### src/rtl/cpu_exec_ctrl_pkg.sv
// cpu_exec_ctrl_pkg: execution-state encoding and rate-switch decode, shared with the HEX/VGA status display
package cpu_exec_ctrl_pkg;
   typedef enum logic [1:0] {
      ST_RESET = 2'd0,
      ST_RUN   = 2'd1,
      ST_STEP  = 2'd2,
      ST_HALT  = 2'd3
   } state_t;
   localparam int RATE_SEL_W = 6;
   // k = 1 for the highest set switch down to 6 for the lowest, 7 when all are off
   function automatic logic [2:0] rate_k(input logic [RATE_SEL_W-1:0] sel);
      return sel[5] ? 3'd1 : sel[4] ? 3'd2 : sel[3] ? 3'd3 :
             sel[2] ? 3'd4 : sel[1] ? 3'd5 : sel[0] ? 3'd6 : 3'd7;
   endfunction
endpackage

### src/rtl/cpu_exec_ctrl_key_debouncer.sv
// key_debouncer: 2-FF synchronizer, stability filter and one-clock press pulse for an active-low button
module key_debouncer #(
   parameter int DEB_CNT = 500000
) (
   input  logic clk,
   input  logic rst_n,
   input  logic key_n,
   output logic press
);
   localparam int DW = $clog2(DEB_CNT) + 1;
   logic [1:0] sync;
   logic level;
   logic [DW-1:0] cnt;
   logic flip;
   assign flip = (sync[1] != level) && (cnt == DW'(DEB_CNT - 1));
   always_ff @(posedge clk or negedge rst_n) begin
      if (!rst_n) begin
         sync  <= '0;
         level <= 1'b0;
         cnt   <= '0;
         press <= 1'b0;
      end else begin
         sync  <= {sync[0], ~key_n};
         press <= flip & sync[1];
         level <= flip ? sync[1] : level;
         cnt   <= (sync[1] == level || flip) ? '0 : cnt + 1'b1;
      end
   end
endmodule

### src/rtl/cpu_exec_ctrl.sv
// cpu_exec_ctrl: single-clock CPU clock-enable sequencer with free-run, single-step,
// halt detection, CPU reset sequence and a saturating cycle counter
module cpu_exec_ctrl
   import cpu_exec_ctrl_pkg::*;
#(
   parameter int RATE_BASE  = 19,
   parameter int DEB_CNT    = 500000,
   parameter int RST_CYCLES = 16,
   parameter int CNT_W      = 32
) (
   input  logic             iCLK,
   input  logic             iRST_n,
   input  logic [5:0]       iRate_sel,
   input  logic             iMode_step,
   input  logic             iKey_step_n,
   input  logic             iKey_rst_n,
   input  logic             iHlt,
   output logic             oCpu_ce,
   output logic             oCpu_rst,
   output logic [CNT_W-1:0] oCycles,
   output logic [1:0]       oState,
   output logic             oTick_led
);
   localparam int PW = RATE_BASE + 7;
   localparam int RW = $clog2(RST_CYCLES) + 1;
   state_t st, st_n;
   logic [RW-1:0] rcnt, rcnt_n;
   logic [PW-1:0] pre, mask;
   logic [1:0] mode_sync;
   logic step_press, rst_press, tick, ce_n, rst_done;
   key_debouncer #(.DEB_CNT(DEB_CNT)) u_step_key (
      .clk(iCLK), .rst_n(iRST_n), .key_n(iKey_step_n), .press(step_press)
   );
   key_debouncer #(.DEB_CNT(DEB_CNT)) u_rst_key (
      .clk(iCLK), .rst_n(iRST_n), .key_n(iKey_rst_n), .press(rst_press)
   );
   // tick fires when the low RATE_BASE+k prescaler bits are all ones
   assign mask     = {PW{1'b1}} >> (3'd7 - rate_k(iRate_sel));
   assign tick     = &(pre | ~mask);
   assign rst_done = rcnt == RW'(RST_CYCLES - 1);
   assign oState   = st;
   always_comb begin
      st_n   = st;
      rcnt_n = rcnt;
      ce_n   = 1'b0;
      if (rst_press) begin
         st_n   = ST_RESET;
         rcnt_n = '0;
      end else begin
         case (st)
            ST_RESET: begin
               rcnt_n = rst_done ? '0 : rcnt + 1'b1;
               st_n   = !rst_done ? ST_RESET : mode_sync[1] ? ST_STEP : ST_RUN;
            end
            ST_RUN, ST_STEP: begin
               if (iHlt) st_n = ST_HALT;
               else if (mode_sync[1] != (st == ST_STEP)) st_n = mode_sync[1] ? ST_STEP : ST_RUN;
               else ce_n = (st == ST_RUN) ? tick : step_press;
            end
            default: ;
         endcase
      end
   end
   always_ff @(posedge iCLK or negedge iRST_n) begin
      if (!iRST_n) begin
         st        <= ST_RESET;
         rcnt      <= '0;
         pre       <= '0;
         mode_sync <= '0;
         oCpu_ce   <= 1'b0;
         oCpu_rst  <= 1'b1;
         oCycles   <= '0;
         oTick_led <= 1'b0;
      end else begin
         st        <= st_n;
         rcnt      <= rcnt_n;
         pre       <= pre + 1'b1;
         mode_sync <= {mode_sync[0], iMode_step};
         oCpu_ce   <= ce_n;
         oCpu_rst  <= st_n == ST_RESET;
         oCycles   <= (st_n == ST_RESET) ? '0 : (oCpu_ce && !(&oCycles)) ? oCycles + 1'b1 : oCycles;
         oTick_led <= oTick_led ^ ce_n;
      end
   end
endmodule

### config.mk
export PLATFORM = sky130hd
export DESIGN_NAME = cpu_exec_ctrl
export DESIGN_NICKNAME = d
export VERILOG_FILES = /design/src/rtl/cpu_exec_ctrl_pkg.sv /design/src/rtl/cpu_exec_ctrl_key_debouncer.sv /design/src/rtl/cpu_exec_ctrl.sv
export SDC_FILE = /design/constraint.sdc
export NUM_CORES = 1
export LEC_CHECK = 0
export ABC_AREA = 1
export BUFFER_PORTS_ARGS = -buffer_cell sky130_fd_sc_hd__buf_2
export CAP_MARGIN = 10
export CELL_PAD_IN_SITES_DETAIL_PLACEMENT = 1
export CELL_PAD_IN_SITES_GLOBAL_PLACEMENT = 2
export CORE_MARGIN = 2
export CORE_UTILIZATION = 39
export CTS_CLUSTER_SIZE = 16
export DETAILED_ROUTE_END_ITERATION = 7
export PLACE_DENSITY_LB_ADDON = 0.1
export SLEW_MARGIN = 10
export SYNTH_ARGS = -nofsm -noshare
export SYNTH_HDL_FRONTEND = slang
export SYNTH_SLANG_ARGS = --single-unit
### constraint.sdc
create_clock -name iCLK -period 3.3 [get_ports iCLK]
set_input_delay 0.33 -clock iCLK [delete_from_list [all_inputs] [get_ports iCLK]]
set_output_delay 0.33 -clock iCLK [all_outputs]
set_load 0.01 [all_outputs]
==> metrics.yaml, run 1 <==
floorplan:
  floorplan.initialDensity_pct: 39.5
  fp.dieArea_um2: 17700
  ioPinCount: 49
  rows: 47
  die_y_um: 133
  die_w_um: 133
  coreArea_um2: 16400
hold_path:
  hold_class: "in -> async"
synthesis:
  synth_cells: 786
  avgSynthCellArea_um2: 8.24
  syn_area_um2: 6480
  ys_seq_area_share_pct: 45.6
  ys.warnings.count: 0
  ys_types: 43
  synth_seq_cells: 118
  synth_nets: 807
clock_tree:
  cts.htree.levels: 4
  clkLatencyLatePin_ps: 410
  cts_max_path_buffers: 2
  cts_tree: "yes"
  cts_resized: 0
  cts.sinks: 118
  cts_root_buf: "clkbuf_16"
  postCtsSetupBuffers: 0
  path_clk_slew_ps: 50
  cts_made_buffers: 17
  ctsHoldBuffers: 0
sta:
  fin_crit_ps: 2390
  skew_ps: 9.06
  relSlewSlack_pct: 38.3
  post-route-period-util_pct: 72.6
  rsz0062_at_grt: "false"
  tightest_slew_ps: 926
  hold_viol: 0
  whs_ps: 6.85
  max_clock_freq_mhz: 418
  setup_viol: 0
  drv_slew: 0
  setup_tns_ps: 0
global_routing:
  grt_pass1_vias: 5722
  grt_pass1_wl_mm: 28.5
  antenna_found_initial: 0
  grt_max_degree: 62
  grt_use_total_pct: 20.1
  grt.overflow.total: 0
status:
  outcome: "finished clean"
critical_path:
  cp.arrival_ps: 2730
  rr_worst_depth: 11
  r2r_end: "oCycles[0]"
  crit_fanout: 33
  endpoint_kind: "flip-flop"
  critical_path_required_ps: 3640
  start_kind: "flip-flop"
  r2r_setup_slack_ps: 910
  r2r_start: "oCycles[1]"
  path_class: "reg -> reg"
routing:
  final_antenna_net_count: 0
  dr_total_vias: 5361
  post_drt_via_cell_ratio: 5.00
  remaining_drc_errors: 0
  drt_iter0_markers: 162
  wl_per_cell_um: 15.3
  drt_wl_total_mm: 16.4
  dr.pass1.iters: 4
cells_and_area:
  mostFrequentLayoutCell: "nand2_1"
  area_growth_pct: 15.2
  antennaDiodeCount: 0
  utilization_pct: 45.5
  nets: 861
  most-common-layout-cells: "159 x nand2_1, 117 x dfrtp_1, 90 x inv_1, 90 x nand3_1, 82 x nor2_1"
  drive_gt1_share_pct: 14.2
run:
  cap_violations: 0
place:
  port_buffers: 48
  dp.final_hpwl_mm: 12.1
  gp_congestion: 0.876
power_and_ir_drop:
  p_leak_nw: 3.59
  power.density_nw_per_um2: 533
  irDropWorstVdd_mv: 0.465
-- kinds of logic (layout without fill, tap and decap cells) --
family          after synthesis  count (layout)  share of synthesized area [%]
compound gates               40              40                           3.96
xor+xnor                     65              65                           8.79
fa+ha+maj                     9               9                           1.74
buf+inv                     110             177                           7.11
flops                       118             118                           45.6
simple gates                444             444                           32.8
-- final cells by class --
cell class	count	area, um^2
clock inverters	9	78.8
well taps	220	275
fillers	2012	8940
multi-input cells	558	3070
clock buffers	23	458
repair buffers	51	278
flip-flops and latches	118	2950
inverters	94	353
-- state kept, by name (all words and copies together) (netlist names), 2 cells and up --
| signal | count |
|---|---|
| mode_sync | 2 |
| oCycles | 32 |
| oState | 2 |
| pre | 26 |
| rcnt | 5 |
| u_rst_key.cnt | 20 |
| u_rst_key.sync | 2 |
| u_step_key.cnt | 20 |
| u_step_key.sync | 2 |
-- per-layer routing --
layer | up-vias | GRT usage [%] | wire, um
met3 | 20 | 4.29 | 507
li1 | 2665 | - | -
met5 | - | 0 | 0
met1 | 2597 | 25.6 | 7710
met2 | 79 | 34.1 | 7950
met4 | 0 | 6.51 | 267
-- cells in the mapped netlist --
| library cell | n | area share, % |
|---|---|---|
| xor2_1 | 44 | 5.9 |
| nand2_2 | 7 | 0.68 |
| o21ai_0 | 15 | 1.2 |
| nor3b_1 | 9 | 1.0 |
| inv_2 | 3 | 0.17 |
| nor3b_2 | 1 | 0.19 |
| nor2_1 | 82 | 4.8 |
| nand4_1 | 23 | 2.2 |
| nor3_4 | 1 | 0.25 |
| and3_1 | 3 | 0.29 |
| a31oi_1 | 1 | 0.097 |
| dfrtp_1 | 117 | 45 |
| a21oi_2 | 1 | 0.14 |
| o31ai_4 | 1 | 0.33 |
| o211ai_2 | 1 | 0.19 |
| nor3_2 | 1 | 0.15 |
| o211ai_4 | 1 | 0.33 |
| buf_6 | 2 | 0.35 |
| nand4_4 | 1 | 0.33 |
| buf_4 | 6 | 0.70 |
| xnor2_1 | 21 | 2.8 |
| inv_1 | 90 | 5.2 |
| a21oi_1 | 16 | 1.2 |
| nand2_1 | 159 | 9.2 |
| and2_1 | 1 | 0.097 |
| nor2_4 | 5 | 0.87 |
| clkinv_1 | 1 | 0.058 |
| a21boi_0 | 1 | 0.12 |
| ha_1 | 9 | 1.7 |
| o21a_1 | 1 | 0.12 |
| nor4_1 | 10 | 0.97 |
| o21bai_1 | 1 | 0.12 |
| nand2_4 | 2 | 0.35 |
| nand3_1 | 90 | 7.0 |
| nor3_1 | 32 | 2.5 |
| dfstp_2 | 1 | 0.41 |
| or2_2 | 1 | 0.097 |
| or3_1 | 1 | 0.097 |
| nor4_2 | 1 | 0.19 |
| buf_2 | 8 | 0.62 |
| nand3_2 | 4 | 0.62 |
| o32ai_1 | 1 | 0.14 |
| nor2_2 | 10 | 0.97 |
-- per-stage QoR --
step / total power (W) / instances / cell area [um^2] / worst slack (ps)
6_report: 0.00398 / 1073 / 7460 / 905
5_1_grt: 0.00421 / 1073 / 7460 / 664
4_1_cts: 0.00404 / 1073 / 7460 / 876
3_5_place_dp: 0.00232 / 1041 / 6930 / 892
3_3_place_gp: 0.00227 / 1041 / 6930 / 1010
2_1_floorplan: 0.00222 / 786 / 6480 / 1540
-- worst max-delay path by stage --
stage	end	start	cells past startpoint	slack [ps]
4_1_cts	oCycles[0]	oCycles[1]	11	880
3_5_place_dp	oCycles[1]	oCycles[1]	10	890
6_report	oCycles[0]	oCycles[1]	11	910
3_3_place_gp	oCycles[1]	oCycles[1]	10	1010
2_1_floorplan	oCycles[5]	oState[0]	11	1540
5_1_grt	oCycles[0]	oCycles[1]	11	660
-- worst max-delay path, stage by stage (launching register included) --
cell and delay, ps:
dfrtp_1 440, ha_1 290, nand2_1 90, nor2_2 170, nand2_2 120, nor2_4 140, nand2_2 70, nand2_4 310
inv_2 340, nand2_1 140, nand2_1 70, a21oi_2 120
-- power by group --
part / internal (W) / total [W] / leakage [nW] / switching, W
logic: 0.000194 / 0.000721 / 1.73 / 0.000526
registers: 0.00151 / 0.00156 / 1.60 / 0.0000581
clock network: 0.00105 / 0.00169 / 0.261 / 0.000647
total: 0.00275 / 0.00398 / 3.59 / 0.00123
Power figures use the tool's default switching activity.
==> run 2, diff against run 1 <==
CORE_UTILIZATION = 33   (was 39)
clock period = 1.9 ns   (was 3.3 ns; I/O delays follow)
==> run 2 against run 1 <==
Against the previous run: via count up 7.2%; setup slack worse by 880 ps; register-to-register slack worse by 880 ps; non-clock buffer count up 65; total power up 140%; utilization down 0.73 points; fmax up 28%; sequential power up 74%; hold slack better by 230 ps; final area up 16%; largest power group is now combinational cells.
==> metrics.yaml, run 2 (same netlist as run 1, synthesis figures left out) <==
power_and_ir_drop:
  p_leak_nw: 4.04  # was 3.59 nW
  p_total_w: 0.00946  # was 0.00398 W
  power.density_nw_per_um2: 1090  # was 533 nW/um^2
  irDropWorstVdd_mv: 0.717  # was 0.465 mV
routing:
  wl_per_cell_um: 16.6  # was 15.3 um
  drt_wl_total_mm: 19.6  # was 16.4 mm
  dr_total_vias: 5749  # was 5361
  dr.pass1.iters: 4  # unchanged
  remaining_drc_errors: 0  # unchanged
  final_antenna_net_count: 0  # unchanged
  drt_iter0_markers: 232  # was 162
  post_drt_via_cell_ratio: 4.86  # was 5.00
place:
  gp_congestion: 0.836  # was 0.876
  port_buffers: 48  # unchanged
  placed_cell_area_um2: 7330  # was 6930 um^2
  dp.final_hpwl_mm: 13.5  # was 12.1 mm
  pre_cts_ws_ps: 27.8  # was 892 ps
floorplan:
  floorplan.initialDensity_pct: 33.5  # was 39.5%
  die_w_um: 144  # was 133 um
  ioPinCount: 49  # unchanged
  fp.dieArea_um2: 20800  # was 17700 um^2
  rows: 51  # was 47
  die_y_um: 144  # was 133 um
  coreArea_um2: 19300  # was 16400 um^2
clock_tree:
  clkLatencyLatePin_ps: 420  # was 410 ps
  cts_root_buf: "clkbuf_16"  # unchanged
  cts_max_path_buffers: 2  # unchanged
  cts.sinks: 118  # unchanged
  path_clk_slew_ps: 60  # was 50 ps
  cts_tree: "yes"  # unchanged
  cts_made_buffers: 17  # unchanged
  cts.htree.levels: 4  # unchanged
global_routing:
  antenna_found_initial: 0  # unchanged
  grt.overflow.total: 0  # unchanged
  grt_pass1_vias: 6004  # was 5722
  grt_pass1_wl_mm: 30.3  # was 28.5 mm
  grt_max_degree: 54  # was 62
  grt_use_total_pct: 18.6  # was 20.1%
cells_and_area:
  most-common-layout-cells: "154 x nand2_1, 115 x dfrtp_1, 85 x inv_1"  # was 159 x nand2_1, 117 x dfrtp_1, 90 x inv_1, 90 x nand3_1, 82 x nor2_1
  drive_gt1_share_pct: 28.5  # was 14.2%
  nets: 927  # was 861
  reg_top3: "oCycles x32, pre x26"  # unchanged
  antennaDiodeCount: 0  # unchanged
  top_register: "oCycles"  # unchanged
  utilization_pct: 44.8  # was 45.5%
  largest_reg_flops: 32  # unchanged
  area_growth_pct: 33.6  # was 15.2%
  nFillCells: 2302  # was 2012
  mostFrequentLayoutCell: "nand2_1"  # unchanged
  design_area_um2: 8650  # was 7460 um^2
sta:
  setup_tns_ps: 0  # unchanged
  setup_viol: 0  # unchanged
  post-route-period-util_pct: 98.5  # was 72.6%
  drv_slew: 0  # unchanged
  max_clock_freq_mhz: 534  # was 418 MHz
  finalWorstSetupSlack_ps: 28.2  # was 905 ps
  tightest_slew_ps: 498  # was 926 ps
  hold_viol: 0  # unchanged
  rsz0062_at_grt: "true"  # was false
  fin_crit_ps: 1870  # was 2390 ps
  relSlewSlack_pct: 66.5  # was 38.3%
  skew_ps: 8.49  # was 9.06 ps
critical_path:
  cp.arrival_ps: 2230  # was 2730 ps
  endpoint_kind: "flip-flop"  # unchanged
  path_class: "reg -> reg"  # unchanged
  start_kind: "flip-flop"  # unchanged
  crit_fanout: 8  # was 33
  critical_path_required_ps: 2250  # was 3640 ps
hold_path:
  hold_class: "in -> reg"  # was in -> async
status:
  outcome: "finished clean"  # unchanged
run:
  cap_violations: 0  # unchanged
## run 2: cell types whose count changed in the layout (fill, tap and decap cells not counted), sizes merged
cell	change
bufinv	+2
buf	+56
clkbuf	+2
nand2	+1
inv	+2
clkinv	-1
dlygate4sd3	+4
## run 2: power breakdown
| group | switching [W] | leakage [nW] | total, W | internal (W) |
|---|---|---|---|---|
| clock network | 0.00123 | 0.296 | 0.00336 | 0.00213 |
| registers | 0.0000955 | 1.60 | 0.00271 | 0.00262 |
| logic | 0.00180 | 2.14 | 0.00338 | 0.00158 |
## run 2: critical path, cell delays in order, from the launching register on
cell and delay (ps):
dfrtp_1 390, inv_2 130, ha_4 180, nand3_4 90, nor2_4 130, nand3_2 70, nand2_1 80, inv_1 50
nand2_2 70, o211ai_4 130, nand2_4 180, buf_8 170, nand3_1 70, nand2_1 70
## run 2: repair_timing
action                     4_1_cts  5_1_grt
buffers inserted                 0       13
setup endpoints to repair        1       44
resized for setup                1       95
gates cloned                     0        9
hold endpoints to repair        31        0
hold buffers                     4        0
pin swaps                        0       43
## run 2: layout make-up
cell class	instances	area, um^2	share of cell area [%]
clock inverters	12	151	1.75
well taps	265	332	3.83
clock buffers	20	457	5.28
flip-flops and latches	118	2960	34.2
inverters	94	360	4.16
repair buffers	116	948	11.0
multi-input cells	559	3450	39.8
## run 2: path summary, 6_finish.rpt
| path | cells after the start | slack, ps | to | startpoint |
|---|---|---|---|---|
| worst max register to register | 13 | 30 | oCycles[12] | oState[0] |
| worst min-delay path | 6 | 240 | oTick_led | iHlt |
| worst max-delay path | 13 | 30 | oCycles[12] | oState[0] |
| worst min register to register | 0 | 360 | u_step_key.sync[1] | u_step_key.sync[0] |
| max in group asynchronous | 3 | 990 | u_step_key.cnt[6] | iRST_n |
| min in group asynchronous | 2 | 260 | pre[25] | iRST_n |
## run 2: routing by layer
| layer | vias to the layer above | GRT usage (%) | wire length [um] |
|---|---|---|---|
| li1 | 2800 | - | - |
| met1 | 2878 | 23.8 | 8980 |
| met2 | 57 | 32.4 | 10100 |
| met3 | 14 | 3.11 | 403 |
| met4 | 0 | 5.31 | 197 |
| met5 | - | 0 | 0 |
## run 2: metrics by stage
step | hold slack, ps | std cells
detailed placement | 172 | 1126
global placement | 160 | 1126
floorplan | -106 | 786
global route | 261 | 1184
finish | 237 | 1184
CTS | 209 | 1162
